**src/rtl/aes_wddl_pkg.sv**
```systemverilog
// Shared types for the WDDL final-round unload path: FSM states, column geometry,
// and a column-select helper (col 0 is the most significant word).
package aes_wddl_pkg;

  localparam int COL_W    = 32;
  localparam int NUM_COLS = 4;
  localparam int BLK_W    = COL_W * NUM_COLS;

  typedef enum logic [1:0] {
    IDLE = 2'd0,
    PRE  = 2'd1,
    EVAL = 2'd2,
    OUT  = 2'd3
  } state_t;

  typedef logic [1:0] col_t;

  function automatic logic [COL_W-1:0] col_slice(input logic [BLK_W-1:0] blk,
                                                 input col_t col);
    logic [COL_W-1:0] s;
    case (col)
      2'd0:    s = blk[127:96];
      2'd1:    s = blk[95:64];
      2'd2:    s = blk[63:32];
      default: s = blk[31:0];
    endcase
    return s;
  endfunction

endpackage

```
**src/rtl/aes_final_xor_wddl_if.sv**
```systemverilog
// Unload bus for the final AddRoundKey: dual-rail state/key in, dual-rail ciphertext out
// with a valid/ack hold until the consumer takes the block.
interface aes_final_xor_wddl_if;
  import aes_wddl_pkg::*;

  logic             start;
  logic [BLK_W-1:0] sa_i;
  logic [BLK_W-1:0] sa_i_n;
  logic [BLK_W-1:0] w_i;
  logic [BLK_W-1:0] w_i_n;
  logic             busy;
  logic [BLK_W-1:0] text_out;
  logic [BLK_W-1:0] text_out_n;
  logic             out_valid;
  logic             out_ack;
  logic             rail_err;

  modport master (
    output start, sa_i, sa_i_n, w_i, w_i_n, out_ack,
    input  busy, text_out, text_out_n, out_valid, rail_err
  );

  modport slave (
    input  start, sa_i, sa_i_n, w_i, w_i_n, out_ack,
    output busy, text_out, text_out_n, out_valid, rail_err
  );

endinterface

```
**src/rtl/wddl_xor2.sv**
```systemverilog
// Single-bit WDDL dual-rail XOR: precharge inputs (0/0) give a 0/0 output,
// valid complementary inputs give a complementary result.
module wddl_xor2 (
  input  logic a,
  input  logic a_n,
  input  logic b,
  input  logic b_n,
  output logic z,
  output logic z_n
);

  assign z   = (a & b_n) | (a_n & b);
  assign z_n = (a & b)   | (a_n & b_n);

endmodule

```
**src/rtl/aes_final_xor_wddl.sv**
```systemverilog
// Final AddRoundKey over dual rails, one 32-bit column per precharge/evaluate pair;
// result valid 4*(PRE_CYCLES+1) edges after start and held until out_ack.
module aes_final_xor_wddl
  import aes_wddl_pkg::*;
#(
  parameter int PRE_CYCLES = 1,
  parameter int RAIL_CHECK = 1
) (
  input logic                clk,
  input logic                rst,
  aes_final_xor_wddl_if.slave bus
);

  localparam logic [1:0] PRE_LAST = 2'(PRE_CYCLES - 1);

  state_t           state;
  col_t             col;
  logic [1:0]       pre_cnt;
  logic [BLK_W-1:0] sa_q, sa_n_q, w_q, w_n_q;
  logic [BLK_W-1:0] text_q, text_n_q;
  logic             busy_q, valid_q, err_q;

  logic [COL_W-1:0] op_a, op_a_n, op_b, op_b_n;
  logic [COL_W-1:0] xo, xo_n;
  logic             col_viol;

  // Operands sit at precharge (0/0) everywhere except the single evaluate cycle.
  always_comb begin
    op_a   = '0;
    op_a_n = '0;
    op_b   = '0;
    op_b_n = '0;
    if (state == EVAL) begin
      op_a   = col_slice(sa_q, col);
      op_a_n = col_slice(sa_n_q, col);
      op_b   = col_slice(w_q, col);
      op_b_n = col_slice(w_n_q, col);
    end
  end

  for (genvar i = 0; i < COL_W; i++) begin : g_xor
    wddl_xor2 u_xor (
      .a   (op_a[i]),
      .a_n (op_a_n[i]),
      .b   (op_b[i]),
      .b_n (op_b_n[i]),
      .z   (xo[i]),
      .z_n (xo_n[i])
    );
  end

  assign col_viol = (RAIL_CHECK != 0) &&
                    ((|(~(op_a ^ op_a_n))) || (|(~(op_b ^ op_b_n))));

  always_ff @(posedge clk or posedge rst) begin
    if (rst) begin
      state    <= IDLE;
      col      <= '0;
      pre_cnt  <= '0;
      sa_q     <= '0;
      sa_n_q   <= '0;
      w_q      <= '0;
      w_n_q    <= '0;
      text_q   <= '0;
      text_n_q <= '0;
      busy_q   <= 1'b0;
      valid_q  <= 1'b0;
      err_q    <= 1'b0;
    end else begin
      case (state)
        IDLE: begin
          if (bus.start) begin
            sa_q     <= bus.sa_i;
            sa_n_q   <= bus.sa_i_n;
            w_q      <= bus.w_i;
            w_n_q    <= bus.w_i_n;
            col      <= '0;
            pre_cnt  <= '0;
            err_q    <= 1'b0;
            text_q   <= '0;
            text_n_q <= '0;
            busy_q   <= 1'b1;
            state    <= PRE;
          end
        end
        PRE: begin
          if (pre_cnt == PRE_LAST) begin
            pre_cnt <= '0;
            state   <= EVAL;
          end else begin
            pre_cnt <= pre_cnt + 2'd1;
          end
        end
        EVAL: begin
          case (col)
            2'd0: begin text_q[127:96] <= xo; text_n_q[127:96] <= xo_n; end
            2'd1: begin text_q[95:64]  <= xo; text_n_q[95:64]  <= xo_n; end
            2'd2: begin text_q[63:32]  <= xo; text_n_q[63:32]  <= xo_n; end
            default: begin text_q[31:0] <= xo; text_n_q[31:0] <= xo_n; end
          endcase
          if (col_viol) begin
            err_q <= 1'b1;
          end
          if (col == 2'd3) begin
            valid_q <= 1'b1;
            state   <= OUT;
          end else begin
            col   <= col + 2'd1;
            state <= PRE;
          end
        end
        OUT: begin
          // Ack returns the output rails to precharge before the next block.
          if (bus.out_ack) begin
            text_q   <= '0;
            text_n_q <= '0;
            valid_q  <= 1'b0;
            busy_q   <= 1'b0;
            state    <= IDLE;
          end
        end
        default: state <= IDLE;
      endcase
    end
  end

  assign bus.busy       = busy_q;
  assign bus.out_valid  = valid_q;
  assign bus.rail_err   = err_q;
  assign bus.text_out   = text_q;
  assign bus.text_out_n = text_n_q;

endmodule

```
**src/flat_wrapper.sv**
```systemverilog
// flat-port wrapper written by rule: the top's interface ports become plain ports
module aes_final_xor_wddl_flat import aes_wddl_pkg::*;
#(
  parameter int PRE_CYCLES = 1,
  parameter int RAIL_CHECK = 1
)
  (clk, rst, bus_start, bus_sa_i, bus_sa_i_n, bus_w_i, bus_w_i_n, bus_out_ack, bus_busy, bus_text_out, bus_text_out_n, bus_out_valid, bus_rail_err);
  aes_final_xor_wddl_if bus_i ();
  input logic clk;
  input logic rst;
  input wire logic [$bits(bus_i.start)-1:0] bus_start;
  input wire logic [$bits(bus_i.sa_i)-1:0] bus_sa_i;
  input wire logic [$bits(bus_i.sa_i_n)-1:0] bus_sa_i_n;
  input wire logic [$bits(bus_i.w_i)-1:0] bus_w_i;
  input wire logic [$bits(bus_i.w_i_n)-1:0] bus_w_i_n;
  input wire logic [$bits(bus_i.out_ack)-1:0] bus_out_ack;
  output wire logic [$bits(bus_i.busy)-1:0] bus_busy;
  output wire logic [$bits(bus_i.text_out)-1:0] bus_text_out;
  output wire logic [$bits(bus_i.text_out_n)-1:0] bus_text_out_n;
  output wire logic [$bits(bus_i.out_valid)-1:0] bus_out_valid;
  output wire logic [$bits(bus_i.rail_err)-1:0] bus_rail_err;
  assign bus_i.start = bus_start;
  assign bus_i.sa_i = bus_sa_i;
  assign bus_i.sa_i_n = bus_sa_i_n;
  assign bus_i.w_i = bus_w_i;
  assign bus_i.w_i_n = bus_w_i_n;
  assign bus_i.out_ack = bus_out_ack;
  assign bus_busy = bus_i.busy;
  assign bus_text_out = bus_i.text_out;
  assign bus_text_out_n = bus_i.text_out_n;
  assign bus_out_valid = bus_i.out_valid;
  assign bus_rail_err = bus_i.rail_err;
  aes_final_xor_wddl #(.PRE_CYCLES(PRE_CYCLES), .RAIL_CHECK(RAIL_CHECK)) u_core (.clk(clk), .rst(rst), .bus(bus_i));
endmodule
```
**config.mk**
```make
export PLATFORM = sky130hd
export DESIGN_NAME = aes_final_xor_wddl_flat
export DESIGN_NICKNAME = d
export VERILOG_FILES = /design/src/rtl/aes_wddl_pkg.sv /design/src/rtl/aes_final_xor_wddl_if.sv /design/src/rtl/wddl_xor2.sv /design/src/rtl/aes_final_xor_wddl.sv /design/src/flat_wrapper.sv
export SDC_FILE = /design/constraint.sdc
export NUM_CORES = 2
export LEC_CHECK = 0
export CAP_MARGIN = 25
export CORE_AREA = 4 4 301 303
export CTS_CLUSTER_SIZE = 30
export DETAILED_ROUTE_END_ITERATION = 8
export DIE_AREA = 0 0 305 307
export SYNTH_ARGS = -nofsm -noshare
export SYNTH_HDL_FRONTEND = slang
export SYNTH_SLANG_ARGS = --single-unit
```
**constraint.sdc**
```tcl
create_clock -name clk -period 37 [get_ports clk]
set_input_delay 3.7 -clock clk [delete_from_list [all_inputs] [get_ports clk]]
set_output_delay 3.7 -clock clk [all_outputs]
set_load 0.005 [all_outputs]
```
# --- Yosys cells after proc, flatten, opt, wreduce, memory -nomap -nowiden ---
# Index checks and enable logic that the tools add are counted.
totals:
  ff_bits: 777
  latchBits: 0
  mem_bits_rw: 0
  romBits: 0
  input_bits: 516
  out_inout_bits: 259
  elab_cells: 293
  memories: 0
classes:
  n_addsub: 2
  mul: 0
  div: 0
  magnitude_cmp: 0
  n_eq_ne: 16
  n_shift: 0
  n_mux: 38
  bitwise_logic: 196
  reduce_logical: 23
ops:
  columns: ["operator", "count"]
  rows:
  - ["$pmux W128 S3", 2]
  - ["$mux W32", 12]
  - ["$pmux W32 S3", 4]
  - ["$mux W128", 2]
  - ["$and A1 B1 Y1", 128]
  - ["$not A32 Y32", 2]
  - ["$or A1 B1 Y1", 64]
  - ["$reduce_or A32 Y1", 2]
  - ["$xor A32 B32 Y32", 2]
  - ["$ne A2 B2 Y1 const B", 8]
  - ["$reduce_and A4 Y1", 4]
  - ["$reduce_and A3 Y1", 5]
  - ["$mux W2", 7]
  - ["$eq A2 B2 Y1 const B", 4]
  - ["$pmux W2 S2", 2]
  - ["$pmux W2 S4", 1]
  - ["$reduce_bool A2 Y1", 4]
  - ["$logic_not A2 Y1", 3]
  - ["$pmux W1 S2", 3]
  - ["$mux W1", 5]
  - ["$add A2 B1 Y2 const B", 2]
  - ["$eq A2 B1 Y1 const B", 2]
  - ["$ne A2 B1 Y1 const B", 2]
  - ["$reduce_and A2 Y1", 2]
  - ["3 further kinds", 3]

# --- Logic depth before layout (Yosys ltp) ---
depth:
  word_depth: 9
  mapped_depth: 12
  mapped_depth_nobuf: 9

# --- Cells and area by module ---
# Synthesis repeated with hierarchy kept, for this count alone.
unflattened:
  hier_cells: 2923
  area_unflattened_um2: 33982.6
by_module_without_submodules:
  columns: ["mod", "instances", "cells_each", "area_each_um2", "seq_area_each_um2"]
  rows:
  - ["aes_final_xor_wddl", 1, 2859, 33422.1, 19443.6]
  - ["wddl_xor2", 32, 2, 17.5, 0.0]

# --- Least setup slack after synthesis ---
# No wires, ideal clock.
synth_path:
  path_type: "input port to flip-flop"
  from: "input bus_start"
  to: "register u_core.text_q[0] (netlist: u_core.bus.text_out[0])"
  setup_ns: 0.121
  arrival_time_ns: 5.159
  required_ns: 36.879
  path_slack_ns: 31.720
  cell_stages: 7
  n_path_buf: 2
  path_cell_list: "nand2b_1 > clkbuf_1 > o21ai_1 > a21oi_2 > nand2_1 > clkbuf_1 > a22o_1"
synth_via:
  elab_chain_len: 2
synth_rtl:
  columns: ["element", "line", "text"]
  rows:
  - ["start: declaration", "flat_wrapper.sv:11", "input wire logic [$bits(bus_i.start)-1:0] bus_start;"]
  - ["$ne A2 B2 Y1 (no source line)", null, null]
  - ["$reduce_and A4 Y1 (no source line)", null, null]
  - ["end signal: assignment", "aes_final_xor_wddl.sv:99", "default: begin text_q[31:0] <= xo; text_n_q[31:0] <= xo_n; end"]
  - ["end: declaration", "aes_final_xor_wddl.sv:20", "logic [BLK_W-1:0] text_q, text_n_q;"]
# No other way between the ends.
# A chain may end at the register's enable or synchronous reset.

# --- Final worst setup path ---
layout_path:
  from: "input bus_start"
  to: "register u_core.w_q[77]"
layout_via:
  elab_chain_len: 1
layout_rtl:
  columns: ["element", "line", "text"]
  rows:
  - ["$reduce_and A2 Y1 (no source line)", null, null]
  - ["end signal: assignment", "aes_final_xor_wddl.sv:75", "w_q <= bus.w_i;"]
  - ["end: declaration", "aes_final_xor_wddl.sv:19", "logic [BLK_W-1:0] sa_q, sa_n_q, w_q, w_n_q;"]
# No other way between the ends.

==> impl_metrics.sql <==
INSERT INTO impl_metrics (metric_group, metric, value, unit) VALUES
('status', 'status', 'complete, no violations', ''),
('layout', 'mostFrequentLayoutCell', 'sky130_fd_sc_hd__dfrtp_1', ''),
('global_route', 'via_count_of_the_first_global_routing_pass', '25660', ''),
('sta', 'clk_skew', '36.33', 'ps'),
('power', 'cell_internal_power', '2.478', 'mW'),
('min_path', 'min_to', 'u_core.bus.text_out[111]', ''),
('clock_tree', 'clk_latency', '630', 'ps'),
('logic_synthesis', 'synth_top_cell_area_share', '0.5910', ''),
('clock_tree', 'path_clk_slew', '60', 'ps'),
('sta', 'setup_viol', '0', ''),
('layout', 'final_util', '0.5083', ''),
('clock_tree', 'clock_tree.buffer_depth', '3', ''),
('routing', 'drtPass1Iterations', '9', ''),
('flow_run', 'maxCapViolations', '0', ''),
('clock_tree', 'cts_tree', 'built', ''),
('floorplanning', 'die_height', '307', 'um'),
('routing', 'ant_nets', '0', ''),
('clock_tree', 'tritoncts_num_sinks', '777', ''),
('place', 'numPlacedInstances', '4137', ''),
('place', 'gp_congestion', '0.8544', ''),
('routing', 'route.final.wire_length', '132.7', 'mm'),
('power', 'p_sw', '1.495', 'mW'),
('setup_path', 'timing.rr.end', 'u_core.bus.rail_err', ''),
('clock_tree', 'cts_repair_resize_count', '0', ''),
('floorplanning', 'die-width', '305', 'um'),
('sta', 'tns', '0', 'ps'),
('logic_synthesis', 'cell_count_after_synthesis', '2350', ''),
('routing', 'met2_length', '63.51', 'mm'),
('floorplanning', 'floorplan.core_area', '87970', 'um2'),
('clock_tree', 'cts_hold_buf', '0', ''),
('power', 'leakagePower', '18.77', 'nW'),
('power', 'power.share.sequential', '0.369', ''),
('routing', 'wl_met1', '53.03', 'mm'),
('logic_synthesis', 'mappedNetlistArea', '32900', 'um2'),
('layout', 'stdcell_count', '4311', ''),
('floorplanning', 'die_area', '93640', 'um2'),
('sta', 'min_period_over_period', '0.1723', ''),
('min_path', 'hold_path_depth', '2', ''),
('min_path', 'holdCritPathClass', 'reg -> reg', ''),
('logic_synthesis', 'synthesis.yosys.warnings', '0', ''),
('sta', 'maxClockFrequency', '156.9', 'MHz'),
('routing', 'dr_total_vias', '24670', ''),
('logic_synthesis', 'synth_top_cells_by_area', 'sky130_fd_sc_hd__dfrtp_1 59%, sky130_fd_sc_hd__mux2_2 18%, sky130_fd_sc_hd__a22o_1 6.7%, sky130_fd_sc_hd__a222oi_1 3.8%, sky130_fd_sc_hd__a211o_1 2.3%', ''),
('setup_path', 'reg2reg_from', 'u_core.col[0]', ''),
('layout', 'ff_latch_area', '19440', 'um2'),
('min_path', 'min_from', 'u_core.bus.text_out[111]', ''),
('sta', 'rsz0062_at_grt', 'no', ''),
('setup_path', 'critical_path_arrival', '6880', 'ps'),
('power', 'power.share.combinational', '0.418', ''),
('routing', 'routed-wl-met3', '11.34', 'mm'),
('setup_path', 'worst-path-max-fanout', '57', ''),
('setup_path', 'cell_count_of_the_worst_reg_to_reg_path', '11', ''),
('sta', 'slew_headroom', '0.08351', ''),
('clock_tree', 'number_of_cts_inserted_buffers', '85', ''),
('routing', 'drtIter0Drc', '2531', ''),
('setup_path', 'start_kind', 'input port', ''),
('global_route', 'grt_first_pass_wirelength', '186.8', 'mm'),
('place', 'dp.final_hpwl', '99.60', 'mm'),
('sta', 'final-hold-violation-count', '0', ''),
('routing', 'post_drt_wl_per_cell', '30.78', 'um'),
('setup_path', 'cp_data_required_time', '37510', 'ps'),
('global_route', 'globalRoute.totalOverflow', '0', ''),
('power', 'peakVddDrop', '0.1300', 'mV'),
('logic_synthesis', 'synth_top_area_cell', 'sky130_fd_sc_hd__dfrtp_1', ''),
('routing', 'drc', '0', ''),
('routing', 'top_signal_layer_used', 'met5', ''),
('sta', 'hold-worst-slack', '485.7', 'ps'),
('sta', 'number_of_pins_exceeding_their_max_slew_limit_in_the_final_report', '0', ''),
('power', 'design_power_total', '3.973', 'mW'),
('setup_path', 'worst-setup-path-type', 'in -> reg', ''),
('floorplanning', 'initial_utilization', '0.3740', '');
through the flow:
step | setup slack, ps | cell area, um2
floorplan | 11490 | 32900
global placement | 29930 | 41700
detailed placement | 29800 | 41730
CTS | 30440 | 44540
global route | 30580 | 44690
finish | 30630 | 44710
power by group through the flow:
| stage | Sequential (mW) | Combinational [mW] | Clock [mW] |
|---|---|---|---|
| detailed placement | 1.47 | 1.66 | 0 |
| global placement | 1.45 | 1.63 | 0 |
| CTS | 1.46 | 1.66 | 0.865 |
| finish | 1.47 | 1.66 | 0.847 |
| global route | 1.50 | 1.75 | 0.902 |
| floorplan | 1.41 | 0.949 | 0 |
worst max path at each step:
| stage | from | endpoint | slack (ps) | cells after the start |
|---|---|---|---|---|
| detailed placement | bus_start | u_core.sa_q[44] | 29800 | 5 |
| CTS | bus_start | u_core.sa_q[44] | 30440 | 5 |
| finish | bus_start | u_core.w_q[77] | 30630 | 6 |
| floorplan | rst | u_core.bus.busy | 11490 | 1 |
| global route | rst | u_core.w_n_q[35] | 30580 | 4 |
| global placement | bus_start | u_core.sa_q[13] | 29930 | 5 |
kinds of logic after synthesis:
logic type / synth area share
flops: 0.5910
compound gates: 0.1568
mux: 0.1759
buf+inv: 0.02692
simple gates: 0.02822
xor+xnor: 0.01704
fa+ha+maj: 0.004183
layer usage:
layer,vias up,track usage
met5,-,0
met4,50,0.09430
met3,246,0.07989
met2,1134,0.4511
met1,12760,0.3456
li1,10480,-
registers in the layout, indices dropped and copies added (netlist names):
register	cells
u_core.pre_cnt	2
u_core.col	2
u_core.w_q	128
u_core.sa_n_q	128
u_core.bus.rail_err	1
u_core.bus.out_valid	1
u_core.w_n_q	128
u_core.sa_q	128
u_core.bus.text_out_n	128
u_core.bus.text_out	128
u_core.bus.busy	1
u_core.state	2
critical path, stage by stage:
cell,delay (ps)
sky130_fd_sc_hd__clkdlybuf4s50_1,480
sky130_fd_sc_hd__nand2_4,570
sky130_fd_sc_hd__buf_4,720
sky130_fd_sc_hd__buf_4,530
sky130_fd_sc_hd__buf_16,310
sky130_fd_sc_hd__mux2_2,380
layout make-up:
class,instances,area share
well taps,1165,0.03260
multi-input cells,1364,0.2834
inverters,19,0.001931
clock buffers,127,0.05717
diodes,20,0.001119
clock inverters,22,0.005709
flip-flops and latches,777,0.4349
repair buffers,817,0.1831
synthesized netlist by cell type:
cell,number
sky130_fd_sc_hd__and3_1,1
sky130_fd_sc_hd__a22o_1,253
sky130_fd_sc_hd__nand3_1,1
sky130_fd_sc_hd__a31oi_1,1
sky130_fd_sc_hd__o211ai_1,34
sky130_fd_sc_hd__a21o_1,5
sky130_fd_sc_hd__dfrtp_1,777
sky130_fd_sc_hd__nor3_1,2
sky130_fd_sc_hd__a211o_1,85
sky130_fd_sc_hd__a21oi_1,5
sky130_fd_sc_hd__nand2b_1,1
sky130_fd_sc_hd__a222oi_1,124
sky130_fd_sc_hd__buf_6,6
sky130_fd_sc_hd__o21ai_0,15
sky130_fd_sc_hd__a211oi_2,4
sky130_fd_sc_hd__a32o_1,2
sky130_fd_sc_hd__buf_1,6
sky130_fd_sc_hd__buf_4,2
sky130_fd_sc_hd__ha_1,11
sky130_fd_sc_hd__a22oi_1,2
sky130_fd_sc_hd__nor2_1,5
sky130_fd_sc_hd__nand2_1,55
sky130_fd_sc_hd__o221ai_1,4
sky130_fd_sc_hd__o21ai_1,1
sky130_fd_sc_hd__xor2_1,17
sky130_fd_sc_hd__buf_2,39
sky130_fd_sc_hd__nor4_1,10
sky130_fd_sc_hd__mux2i_1,1
sky130_fd_sc_hd__nor2b_1,90
sky130_fd_sc_hd__a211o_2,1
sky130_fd_sc_hd__inv_2,2
sky130_fd_sc_hd__a21oi_2,4
sky130_fd_sc_hd__nand4_1,8
sky130_fd_sc_hd__o22ai_1,62
sky130_fd_sc_hd__xnor2_1,47
sky130_fd_sc_hd__clkbuf_1,137
sky130_fd_sc_hd__inv_1,17
sky130_fd_sc_hd__mux2_2,513
Note: power is estimated with default switching activity, not from simulation.
